### config.mk
export PLATFORM = sky130hd
export DESIGN_NAME = alu_shift_ctrl
export DESIGN_NICKNAME = d
export VERILOG_FILES = /design/src/rtl/alu_shift_pkg.sv /design/src/rtl/alu_shift_flags.sv /design/src/rtl/alu_shift_ctrl.sv
export SDC_FILE = /design/constraint.sdc
export NUM_CORES = 1
export LEC_CHECK = 0
export ABC_AREA = 1
export CAP_MARGIN = 20
export CORE_MARGIN = 2
export CORE_UTILIZATION = 45
export CTS_CLUSTER_DIAMETER = 100
export CTS_CLUSTER_SIZE = 28
export DETAILED_ROUTE_END_ITERATION = 7
export GPL_ROUTABILITY_DRIVEN = 0
export PLACE_DENSITY = 0.82
export SLEW_MARGIN = 10
export SYNTH_ARGS = -nofsm -noshare
export SYNTH_HDL_FRONTEND = slang
export SYNTH_SLANG_ARGS = --single-unit
### constraint.sdc
create_clock -name clk -period 1.8 [get_ports clk]
set_input_delay 0.27 -clock clk [delete_from_list [all_inputs] [get_ports clk]]
set_output_delay 0.27 -clock clk [all_outputs]
set_load 0.1 [all_outputs]
### src/rtl/alu_shift_pkg.sv
// Shared definitions for the rotate/shift sequencer: op codes, FSM states and
// op-decode helpers (which ops shift right, where the shifted-in bit comes from).
package alu_shift_pkg;

  typedef enum logic [3:0] {
    OP_RLC = 4'd0,
    OP_RRC = 4'd1,
    OP_RL  = 4'd2,
    OP_RR  = 4'd3,
    OP_SLA = 4'd4,
    OP_SRA = 4'd5,
    OP_SLL = 4'd6,
    OP_SRL = 4'd7,
    OP_RLD = 4'd8,
    OP_RRD = 4'd9
  } op_e;

  typedef enum logic [2:0] {
    ST_IDLE = 3'd0,
    ST_EXEC = 3'd1,
    ST_NIB1 = 3'd2,
    ST_NIB2 = 3'd3,
    ST_DONE = 3'd4
  } state_e;

  // Source of the bit entering the vacated position of the shifter.
  typedef enum logic [2:0] {
    SIN_ZERO = 3'd0,
    SIN_ONE  = 3'd1,
    SIN_MSB  = 3'd2,
    SIN_LSB  = 3'd3,
    SIN_CF   = 3'd4
  } sin_e;

  // Bit n set when op code n shifts right (RRC, RR, SRA, SRL).
  localparam logic [15:0] RIGHT_OPS = 16'h00AA;

  // Highest op code that goes through the shifter core.
  localparam logic [3:0] LAST_SHIFT_OP = 4'd7;

  function automatic sin_e shift_in_src(input logic [3:0] op);
    case (op)
      OP_RLC, OP_SRA: shift_in_src = SIN_MSB;
      OP_RRC:         shift_in_src = SIN_LSB;
      OP_RL, OP_RR:   shift_in_src = SIN_CF;
      OP_SLL:         shift_in_src = SIN_ONE;
      default:        shift_in_src = SIN_ZERO;
    endcase
  endfunction

endpackage

### src/rtl/alu_shift_flags.sv
// Combinational sign / zero / even-parity flags of an 8-bit value.
module alu_shift_flags (
  input  logic [7:0] v,
  output logic       sf,
  output logic       zf,
  output logic       pf
);

  assign sf = v[7];
  assign zf = (v == 8'h00);
  assign pf = ~^v;

endmodule

### src/rtl/alu_shift_ctrl.sv
// Rotate/shift command sequencer in front of alu_shifter_core.
// Accepts one command per handshake, drives the shifter for one EXEC cycle and
// registers result, carry and S/Z/P flags, presented with a one-cycle done.
// Optional feature macro: ALU_SHIFT_RLD_EN enables the two-phase nibble rotates
// RLD/RRD (NIB1/NIB2 states); without it op codes 8/9 behave as illegal codes.
module alu_shift_ctrl
  import alu_shift_pkg::*;
(
  input  logic       clk,
  input  logic       reset,
  input  logic       start,
  input  logic [3:0] op,
  input  logic [7:0] din,
  input  logic [7:0] acc,
  input  logic       cf_in,
  output logic       busy,
  output logic       done,
  output logic [7:0] result,
  output logic [7:0] acc_out,
  output logic       cf_out,
  output logic       sf,
  output logic       zf,
  output logic       pf,
  output logic [7:0] sh_db,
  output logic       sh_enable,
  output logic       sh_right,
  output logic       sh_in,
  output logic       sh_oe,
  input  logic [7:0] sh_out,
  input  logic       sh_cy
);

  state_e     state, state_nxt;
  logic [3:0] op_q;
  logic [7:0] din_q, acc_q;
  logic       cf_q;
  logic       legal_q, nib_start;
  logic [7:0] exec_res, flag_val;
  logic       exec_cy, sf_nxt, zf_nxt, pf_nxt;

  assign legal_q = (op_q <= LAST_SHIFT_OP);
  assign busy    = (state != ST_IDLE);
  assign done    = (state == ST_DONE);

  // Illegal codes bypass the (idle) shifter and keep operand and carry.
  assign exec_res = legal_q ? sh_out : din_q;
  assign exec_cy  = legal_q ? sh_cy  : cf_q;

`ifdef ALU_SHIFT_RLD_EN
  logic       rld_q;
  logic [7:0] nib_res, nib_acc;

  assign nib_start = (op == OP_RLD) || (op == OP_RRD);
  assign rld_q     = (op_q == OP_RLD);
  assign nib_res   = rld_q ? {din_q[3:0], acc_q[3:0]} : {acc_q[3:0], din_q[7:4]};
  assign nib_acc   = rld_q ? {acc_q[7:4], din_q[7:4]} : {acc_q[7:4], din_q[3:0]};
  // Nibble rotates take their flags from the new accumulator.
  assign flag_val  = (state == ST_NIB2) ? nib_acc : exec_res;
`else
  assign nib_start = 1'b0;
  assign flag_val  = exec_res;
`endif

  alu_shift_flags u_flags (
    .v  (flag_val),
    .sf (sf_nxt),
    .zf (zf_nxt),
    .pf (pf_nxt)
  );

  // Next-state logic; start is only looked at in IDLE.
  always_comb begin
    state_nxt = state;
    case (state)
      ST_IDLE: if (start) state_nxt = nib_start ? ST_NIB1 : ST_EXEC;
      ST_EXEC: state_nxt = ST_DONE;
`ifdef ALU_SHIFT_RLD_EN
      ST_NIB1: state_nxt = ST_NIB2;
      ST_NIB2: state_nxt = ST_DONE;
`endif
      default: state_nxt = ST_IDLE;
    endcase
  end

  // State register.
  always_ff @(posedge clk or posedge reset) begin
    if (reset) state <= ST_IDLE;
    else       state <= state_nxt;
  end

  // Latch the command operands on accept.
  always_ff @(posedge clk or posedge reset) begin
    if (reset) begin
      op_q  <= 4'h0;
      din_q <= 8'h00;
      acc_q <= 8'h00;
      cf_q  <= 1'b0;
    end else if (state == ST_IDLE && start) begin
      op_q  <= op;
      din_q <= din;
      acc_q <= acc;
      cf_q  <= cf_in;
    end
  end

  // Shifter controls are live only during EXEC of a legal shift op.
  always_comb begin
    sh_db     = 8'h00;
    sh_enable = 1'b0;
    sh_right  = 1'b0;
    sh_in     = 1'b0;
    sh_oe     = 1'b0;
    if (state == ST_EXEC && legal_q) begin
      sh_db     = din_q;
      sh_enable = 1'b1;
      sh_oe     = 1'b1;
      sh_right  = RIGHT_OPS[op_q];
      case (shift_in_src(op_q))
        SIN_ONE: sh_in = 1'b1;
        SIN_MSB: sh_in = din_q[7];
        SIN_LSB: sh_in = din_q[0];
        SIN_CF:  sh_in = cf_q;
        default: sh_in = 1'b0;
      endcase
    end
  end

  // Result, accumulator, carry and flags, held from done until the next op.
  always_ff @(posedge clk or posedge reset) begin
    if (reset) begin
      result  <= 8'h00;
      acc_out <= 8'h00;
      cf_out  <= 1'b0;
      sf      <= 1'b0;
      zf      <= 1'b0;
      pf      <= 1'b0;
    end else begin
      case (state)
        ST_EXEC: begin
          result  <= exec_res;
          acc_out <= acc_q;
          cf_out  <= exec_cy;
          sf      <= sf_nxt;
          zf      <= zf_nxt;
          pf      <= pf_nxt;
        end
`ifdef ALU_SHIFT_RLD_EN
        ST_NIB1: result <= nib_res;
        ST_NIB2: begin
          acc_out <= nib_acc;
          cf_out  <= cf_q;
          sf      <= sf_nxt;
          zf      <= zf_nxt;
          pf      <= pf_nxt;
        end
`endif
        default: ;
      endcase
    end
  end

endmodule

==> results of run 1 <==
flip-flops by register name, summed over array words and instances (netlist names):
register / flops
din_q: 8
pf: 1
cf_q: 1
acc_q: 8
op_q: 4
acc_out: 8
zf: 1
result: 8
state: 2
cf_out: 1
per-layer routing:
metal / vias up / global-route usage, % / share of wire [%]
met1: 772 / 27.3 / 44
met4: 0 / 6.29 / 1.3
met5: - / 0 / 0
met3: 7 / 4.99 / 6.3
li1: 836 / - / -
met2: 49 / 30.3 / 48
cell families (layout without fill, tap and decap cells):
| group | after synthesis | in the layout | synth area share, % |
|---|---|---|---|
| AND/OR/NAND/NOR | 95 | 95 | 19.2 |
| AO/OA/AOI/OAI | 45 | 45 | 14.9 |
| flip-flops | 42 | 42 | 52.7 |
| buffers and inverters | 40 | 109 | 10.3 |
| adder cells (fa/ha/maj) | 4 | 4 | 2.51 |
| XOR/XNOR | 1 | 1 | 0.439 |
critical path: cells and delay by family (launching register included):
family / cells / cell delay (ns)
DFF: 1 / 0.41
buffers and inverters: 3 / 0.44
and+or+nand+nor: 2 / 0.31
cells in the final DEF (no fill, tap or decap):
cell type,Yosys,final
o21ai_1,5,10
inv_1,27,21
o21ai_0,19,14
dfrtp_2,0,1
ha_1,4,4
nand2_1,70,69
xnor2_1,1,1
inv_2,1,5
clkinv_2,0,1
clkbuf_8,0,6
nor2_4,1,10
buf_6,3,1
dfrtp_1,42,41
nand3_2,0,1
nor2_2,1,1
nand4_1,1,1
o21ai_2,19,19
a21oi_1,2,2
nand2_4,1,1
inv_4,1,1
clkinvlp_4,0,2
buf_4,2,22
nand3_1,4,3
clkdlybuf4s50_1,0,32
nand2_2,1,2
inv_6,0,1
buf_12,1,17
nor2_1,16,7
how the worst max path moves through the flow:
stage	cells after the start	slack (ns)	endpoint
finish	5	0.07	sh_db[0]
CTS	8	0.06	sh_in
global placement	9	0.05	pf$_DFFE_PP0N_
floorplan	5	-0.30	sh_db[0]
detailed placement	9	0.02	pf$_DFFE_PP0N_
global route	5	0.01	sh_db[0]
area by class of cell:
class	instances	area share, %
clock buffer	6	2.77
clock inverter	2	0.419
inverter	29	4.03
multi-input combinational	145	27.3
sequential	42	35.3
tap	52	2.18
timing repair buffer	72	28.1
where the power goes:
part	total, mW	switching (mW)	internal [mW]
Sequential	1.39	0.162	1.23
Combinational	3.09	2.28	0.809
Clock	0.641	0.333	0.309
Total	5.12	2.77	2.35
stage by stage:
stage | setup slack, ns | instance area, sq um | utilization, % | cells | hold slack (ns)
after global routing | 0.0122 | 2980 | 69.0 | 348 | 0.339
final | 0.0660 | 2980 | 69.0 | 348 | 0.317
after CTS | 0.0561 | 2970 | 68.8 | 348 | 0.329
after global placement | 0.0546 | 2870 | 66.3 | 339 | 0.457
after floorplan | -0.298 | 2070 | - | 227 | 0.380
after detailed placement | 0.0246 | 2870 | 66.3 | 339 | 0.470
repair_timing:
| action | CTS | global route |
|---|---|---|
| setup endpoints to repair | 12 | 2 |
| buffers inserted | 1 | 0 |
| cloned | 0 | 0 |
| gates resized for setup | 1 | 11 |
| pin swaps | 0 | 1 |
==> metrics.md, run 1 <==
| Metric | Value |
|---|---|
| Register bit total from synthesis | 42 |
| Leading area contributor after synthesis | dfrtp_1 |
| Vias in the first global route | around 1.7k |
| FF-to-FF setup slack | roughly 0.18 ns |
| Global route total overflow | 0 |
| Post-Syn Area | 2000 sq um |
| Count of pins over their slew limit | 0 |
| Antenna-violating nets left | 0 |
| First-pass DRT Iterations | 4 |
| Number of standard cells after synthesis | around 230 |
| Core outline area | between 4000 and 5000 sq um |
| Critical Path Sink Type | primary output |
| CP Launch Point | op_q[3]$_DFFE_PP0P_ |
| Worst-Skew Late Latency | a little under 0.3 ns |
| Vias | roughly 1.7k |
| Layout cell share with drive strength beyond 1 | 30.7% |
| Post-synth top cells | nand2_1 (70), dfrtp_1 (42), inv_1 (27) |
| Cell with the most instances after synthesis | nand2_1 |
| Slowest Stage Delay on Critical Path | 0.41 ns |
| Final clock skew | around 0.0043 ns |
| Async SR Flop Fraction | between 90% and 100% |
| Most used cell along the critical path | nor2_4 |
| Ranking of synthesized cells by area | dfrtp_1 (53%), nand2_1 (13%), o21ai_2 (8.3%) |
| Detailed-route wire length per cell | 12.8 um |
| Max Fclk | a little under 600 MHz |
| Via density | around 4.8 |
| Crit-path cells | buf_4, nor2_4, inv_6, nor2_4, buf_12 |
| CP max stage cell | dfrtp_2 |
| Ports | 67 |
| Initial antenna violation count | 0 |
| CTS tree | done |
| Gr usage total | roughly a fifth |
| DRT iter0 DRCs | slightly above 80 |
| Routed wire length | approximately 4400 um |
| Critical path class | flip-flop to primary output |
| Top cell type's share of synthesized area | around 53% |
| ANT cells | 0 |
| Outcome | complete, no violations |
| Number of synthesized flops with an enable pin | 0 |
| Clk slew on worst S/H paths | 0.08 ns |
| Worst r2r dst | pf$_DFFE_PP0N_ |
| Clk sinks | 42 |
| Die Y | 70.6 um |
| Root Buffer | clkbuf_8 |
| CP required | 1.53 ns |
| Total number of yosys warnings | 0 |
| Starting density of the core | ~46% |
| # setup viols final | 0 |
| Max_cap viols | 0 |
| # port buffers | 66 |
| Crit path DAT | 1.46 ns |
| Max Root-Sink Buffers | 2 |
| FILL cells | ~340 |
| Die area | 4980 sq um |
| Syn Nets | around 260 |
| Worst-Margin Slew | ~0.48 ns |
| Top FF cell, synth | dfrtp_1 |
| RR Startpoint | op_q[3]$_DFFE_PP0P_ |
| Total CTS buffers | 5 |
| Pleak | around 1.4 nW |
| Post-Syn Area per Cell | between 8 and 9 sq um |
| Count of final hold-check violations | 0 |
| Area grow syn2layout | 49.5% |
| Post-detail-place hpwl | about 3200 um |
| Post-layout min period | ~1.7 ns |
| Unrepaired setup endpoints after global routing | false |
| Setup crit start kind | flip-flop |
| DR DRC count | 0 |
| Largest net degree at the start of global routing | 43 |
| PD cells | roughly 1700 nW/um^2 |
| Min-delay worst type | primary input to async pin |
| Die width | around 70 um |
| TNS Setup | 0 ns |
| Final Cycle Share | between 90% and 100% |
| Hold buffers post-CTS | 0 |
| Worst VDD drop | approximately 0.9 mV |
| Max-Slew Margin vs Limit | 67.9% |
| Num rows | 24 |
| Final Power | 5.12 mW |
| Reg2Reg Depth | 9 |
| Yosys cell types | 22 |
| Register area share after synthesis | 52.7% |
| Layout Nets | around 330 |
| CP max FO | 9 |
| First-pass GRT wire length | approximately 7600 um |
| Reg area | 1050 sq um |
| H-tree levels | 2 |
| Area of the multi-input gates | about 810 sq um |
Power figures use the tool's default switching activity.
==> run 2: changes to the inputs <==
--- a/config.mk
+++ b/config.mk
@@ -7,7 +7,7 @@
 export LEC_CHECK = 0
 export ABC_AREA = 1
 export CAP_MARGIN = 20
-export CORE_MARGIN = 2
+export CORE_MARGIN = 5
 export CORE_UTILIZATION = 45
 export CTS_CLUSTER_DIAMETER = 100
 export CTS_CLUSTER_SIZE = 28
==> metrics.md, run 2 (same netlist as run 1, synthesis figures left out) <==
| Metric | Value |
|---|---|
| Outcome | complete, no violations |
| Final setup margin | 0.103 ns |
| Clock Power Share | 12.2% |
| Critical Path Sink Type | primary output |
| CP delay by family, top | flip-flops |
| H-tree levels | 2 |
| Initial antenna violation count | 0 |
| Hold buffers post-CTS | 0 |
| First-pass GRT wire length | 8020 um |
| Vias | between 1.5k and 2k |
| Clk sinks | 42 |
| TNS Setup | 0 ns |
| # port buffers | 66 |
| Commonest non-fill, non-tap cell in the layout | nand2_1 |
| Die Y | roughly 77 um |
| Crit path DAT | around 1.4 ns |
| CP required | between 1.5 and 2 ns |
| Largest net degree at the start of global routing | 42 |
| Pleak | ~1.4 nW |
| Worst-Skew Late Latency | approximately 0.29 ns |
| Min-delay worst type | primary input to async pin |
| Detailed-route wire length per cell | 13.2 um |
| Num rows | 24 |
| Setup crit start kind | flip-flop |
| Reg power frac | a little over a quarter |
| Post-detail-place hpwl | approximately 3500 um |
| Unrepaired setup endpoints after global routing | false |
| CP max FO | 4 |
| Max Fclk | ~600 MHz |
| Most used cell along the critical path | nand2_1 |
| Final Cycle Share | 94.3% |
| Global route total overflow | 0 |
| Most frequent cells in the layout | nand2_1 (70), dfrtp_1 (41), clkdlybuf4s50_1 (32), inv_1 (22), buf_4 (21) |
| Slowest Stage Delay on Critical Path | 0.40 ns |
| Routed wire length | between 4000 and 5000 um |
| RR Startpoint | op_q[3]$_DFFE_PP0P_ |
| First-pass DRT Iterations | 4 |
| Die area | 5870 sq um |
| Worst VDD drop | 1.23 mV |
| Final clock skew | 0.00567 ns |
| Total CTS buffers | 5 |
| Layout cell share with drive strength beyond 1 | between 20% and 30% |
| Vias in the first global route | 1,712 |
| Switching pwr | around 2.8 mW |
| Starting density of the core | between 40% and 50% |
| Post-layout min period | about 1.7 ns |
| DRT iter0 DRCs | 90 |
| Internal power | roughly 2.4 mW |
| FILL cells | around 350 |
| Gr usage total | ~17% |
| PD cells | between 1500 and 2000 nW/um^2 |
| Max_cap viols | 0 |
| CP Buf/Inv Count | 3 |
| # setup viols final | 0 |
| Die width | approximately 77 um |
| Max Root-Sink Buffers | 2 |
| Count of final hold-check violations | 0 |
| DR DRC count | 0 |
| Comb pwr share | between 60% and 70% |
| CP max stage cell | dfrtp_2 |
| Layout Nets | approximately 330 |
| ANT cells | 0 |
| Setup WS pre-CTS | 0.0178 ns |
| Switching part of the total power | a little over half |
| Area grow syn2layout | 49.0% |
| Dpl cells | between 300 and 400 |
| Root Buffer | clkbuf_8 |
| Max-Slew Margin vs Limit | between 60% and 70% |
| Via density | approximately 4.9 |
| CTS tree | done |
| Antenna-violating nets left | 0 |
| Crit-path cells | buf_4, nor2_1, nand2_1, nand3_1, nand2_1, clkinvlp_4, buf_12 |
| Critical path class | flip-flop to primary output |
| Worst-Margin Slew | 0.483 ns |
| CP Launch Point | op_q[3]$_DFFE_PP0P_ |
| Clk slew on worst S/H paths | 0.08 ns |
| Worst hold margin | roughly 0.26 ns |
| Final std cells w/o fill | ~350 |
| Count of pins over their slew limit | 0 |
| Ports | 67 |
| Core outline area | between 4000 and 5000 sq um |
## run 2: cell types whose count changed in the layout (fill, tap and decap cells not counted), sizes merged
cell / previous run / this run
buf: 40 / 39
clkbuf: 6 / 7
clkinvlp: 2 / 1
## run 2: power groups by stage
stage	clock (mW)	combinational, mW	sequential, mW
global route	0.680	3.28	1.43
CTS	0.651	3.12	1.40
finish	0.623	3.11	1.40
floorplan	0	1.13	2.61
global placement	0	3.04	1.42
detailed placement	0	3.09	1.43
## run 2: through the flow
stage	instance area, sq um	util [%]	power (mW)
2_1_floorplan	2070	-	3.73
3_3_place_gp	2870	66.5	4.46
3_5_place_dp	2870	66.5	4.52
4_1_cts	2970	68.8	5.17
5_1_grt	2970	68.8	5.39
6_report	2970	68.8	5.13
## run 2: cell type report
cell class / count / area (sq um) / share of cell area, %
sequential: 42 / 1050 / 35.4
tap: 52 / 65.1 / 2.19
inverter: 29 / 120 / 4.04
clock buffer: 7 / 86.3 / 2.90
timing repair buffer: 71 / 838 / 28.2
clock inverter: 1 / 5.00 / 0.168
multi-input combinational: 145 / 807 / 27.1
## run 2: repair_timing
| action | in CTS | in global routing |
|---|---|---|
| gates resized for setup | 1 | 7 |
| endpoints found under the setup margin | 12 | 2 |
| setup buffers | 1 | 0 |
## run 2: worst paths after layout
path	cells past startpoint	end	slack [ns]
worst max register to register	9	pf$_DFFE_PP0N_	0.13
worst min register to register	2	acc_out[7]$_DFFE_PP0N_	0.48
worst min-delay path	2	zf$_DFFE_PP0N_	0.26
max in group asynchronous	3	op_q[3]$_DFFE_PP0P_	1.07
min in group clk	2	acc_out[7]$_DFFE_PP0N_	0.48
worst max-delay path	7	sh_in	0.10
## run 2: layer usage
metal | vias up | GRT usage [%] | routed length, um
met4 | 0 | 6.29 | 83
met3 | 8 | 5.67 | 326
li1 | 838 | - | -
met2 | 53 | 28.2 | 2270
met5 | - | 0 | 0
met1 | 790 | 20.0 | 1900
==> run 3: changes to the inputs <==
--- a/config.mk
+++ b/config.mk
@@ -8,12 +8,13 @@
 export ABC_AREA = 1
 export CAP_MARGIN = 20
 export CORE_MARGIN = 5
-export CORE_UTILIZATION = 45
+export CORE_UTILIZATION = 49
 export CTS_CLUSTER_DIAMETER = 100
 export CTS_CLUSTER_SIZE = 28
 export DETAILED_ROUTE_END_ITERATION = 7
 export GPL_ROUTABILITY_DRIVEN = 0
-export PLACE_DENSITY = 0.82
+export PLACE_DENSITY = 0.88
+export REMOVE_ABC_BUFFERS = 1
 export SLEW_MARGIN = 10
 export SYNTH_ARGS = -nofsm -noshare
 export SYNTH_HDL_FRONTEND = slang
==> constraint.sdc (replaced) <==
create_clock -name clk -period 2 [get_ports clk]
set_input_delay 0.3 -clock clk [delete_from_list [all_inputs] [get_ports clk]]
set_output_delay 0.3 -clock clk [all_outputs]
set_load 0.1 [all_outputs]
==> metrics.md, run 3 (same netlist as run 1, synthesis figures left out) <==
| Metric | Value |
|---|---|
| Outcome | complete, no violations |
| Worst-Margin Slew | 0.514 ns |
| Dpl cells | 334 |
| DR DRC count | 0 |
| Gr usage total | 17.4% |
| Crit-path cells | nor2_1, nand2_1, nand3_1, nand2_1, inv_1, buf_12 |
| Antenna-violating nets left | 0 |
| CP max FO | 20 |
| Detailed-route wire length per cell | roughly 13 um |
| Max_cap viols | 0 |
| Highest metal used | met4 |
| First-pass DRT Iterations | 4 |
| DRT iter0 DRCs | 150 |
| Clk sinks | between 40 and 50 |
| First-pass GRT wire length | 7130 um |
| Num rows | 23 |
| Commonest non-fill, non-tap cell in the layout | nand2_1 |
| Final clock skew | between 0.004 and 0.005 ns |
| Most used cell along the critical path | nand2_1 |
| Most frequent cells in the layout | nand2_1 (70), dfrtp_1 (41), clkdlybuf4s50_1 (32), inv_1 (26), buf_4 (24) |
| Post-layout min period | between 1.5 and 2 ns |
| Layout Nets | between 300 and 400 |
| Vias in the first global route | around 1.6k |
| Starting density of the core | about half |
| Ports | 67 |
| Routed wire length | about 4400 um |
| Met3 routed WL | 308 um |
| Crit path DAT | approximately 1.5 ns |
| Worst hold margin | 0.440 ns |
| Fin util | 71.6% |
| Worst VDD drop | between 0.8 and 0.9 mV |
| # port buffers | 66 |
| Area grow syn2layout | 42.4% |
| Core outline area | around 4000 sq um |
| Largest net degree at the start of global routing | 43 |
| CP max stage cell | dfrtp_2 |
| Max-Slew Margin vs Limit | 65.7% |
| Via density | 4.75 |
| Min-delay worst type | primary input to async pin |
| Setup crit start kind | flip-flop |
| WL met1 | ~1700 um |
| Die width | 73.8 um |
| Unrepaired setup endpoints after global routing | false |
| PD cells | roughly 1600 nW/um^2 |
| Slowest Stage Delay on Critical Path | approximately 0.53 ns |
| Critical Path Sink Type | primary output |
| Total CTS buffers | 5 |
| Clk slew on worst S/H paths | approximately 0.070 ns |
| Die Y | 73.8 um |
| CP required | between 1.5 and 2 ns |
| H-tree levels | 2 |
| # setup viols final | 0 |
| Final Power | about 4.5 mW |
| Pleak | 1.38 nW |
| Die area | between 5000 and 6000 sq um |
| Met2 WL | approximately 2200 um |
| CTS tree | done |
| Final Cycle Share | between 90 and 100% |
| Root Buffer | clkbuf_8 |
| Vias | ~1.6k |
| Worst-Skew Late Latency | 0.30 ns |
| ANT cells | 0 |
| Max Fclk | approximately 550 MHz |
| Critical path class | flip-flop to primary output |
| Max Root-Sink Buffers | 2 |
| Layout cell share with drive strength beyond 1 | roughly 25% |
| Global route total overflow | 0 |
| FILL cells | a little over 300 |
| Initial antenna violation count | 0 |
| Count of pins over their slew limit | 0 |
| Count of final hold-check violations | 0 |
| TNS Setup | 0 ns |
| Final std cells w/o fill | around 340 |
| Post-detail-place hpwl | about 3200 um |
-- run 3: cell type report --
cell class	instances	area, sq um	area share, %
multi-input combinational	145	744	26.2
sequential	42	1050	37.0
timing repair buffer	69	761	26.8
inverter	29	111	3.92
clock inverter	2	37.5	1.32
clock buffer	6	72.6	2.55
tap	50	62.6	2.20
-- run 3: metal layers --
layer | global-route usage [%] | vias up
met5 | 0 | -
met4 | 9.46 | 0
met3 | 4.51 | 11
met2 | 28.9 | 47
met1 | 20.5 | 736
li1 | - | 835
-- run 3: power breakdown --
group | switching (mW) | internal (mW) | total (mW) | leakage [nW]
Combinational | 1.98 | 0.632 | 2.61 | 0.812
Sequential | 0.155 | 1.11 | 1.26 | 0.521
Clock | 0.281 | 0.372 | 0.653 | 0.0514
Total | 2.42 | 2.11 | 4.53 | 1.38
-- run 3: final timing paths --
path	slack, ns	depth (start not counted)	start	end
worst min register to register	0.48	2	acc_q[7]$_DFFE_PP0P_	acc_out[7]$_DFFE_PP0N_
worst max-delay path	0.19	6	op_q[3]$_DFFE_PP0P_	sh_in
min in group clk	0.48	2	acc_q[7]$_DFFE_PP0P_	acc_out[7]$_DFFE_PP0N_
max in group asynchronous	1.18	3	reset	op_q[3]$_DFFE_PP0P_
worst min-delay path	0.44	3	reset	acc_q[2]$_DFFE_PP0P_
worst max register to register	0.36	8	op_q[3]$_DFFE_PP0P_	pf$_DFFE_PP0N_
-- run 3: repair_timing --
action                     CTS  global route
gates resized for setup      3             0
setup endpoints to repair    9             8
hold buffers                 0             0
setup buffers                0             1
cloned                       0             0
pin swaps                    0             1
-- run 3: stage by stage --
step                cell area, sq um  worst slack [ns]
floorplan                       1900             -1.41
global placement                2720             0.244
detailed placement              2720             0.180
CTS                             2830            0.0173
global route                    2840            0.0937
finish                          2840             0.187
-- run 3: worst max-delay path, delay by kind of cell (launching register included) --
family	cells	cell delay, ns
flops	1	0.53
simple gates	4	0.42
buf+inv	2	0.27
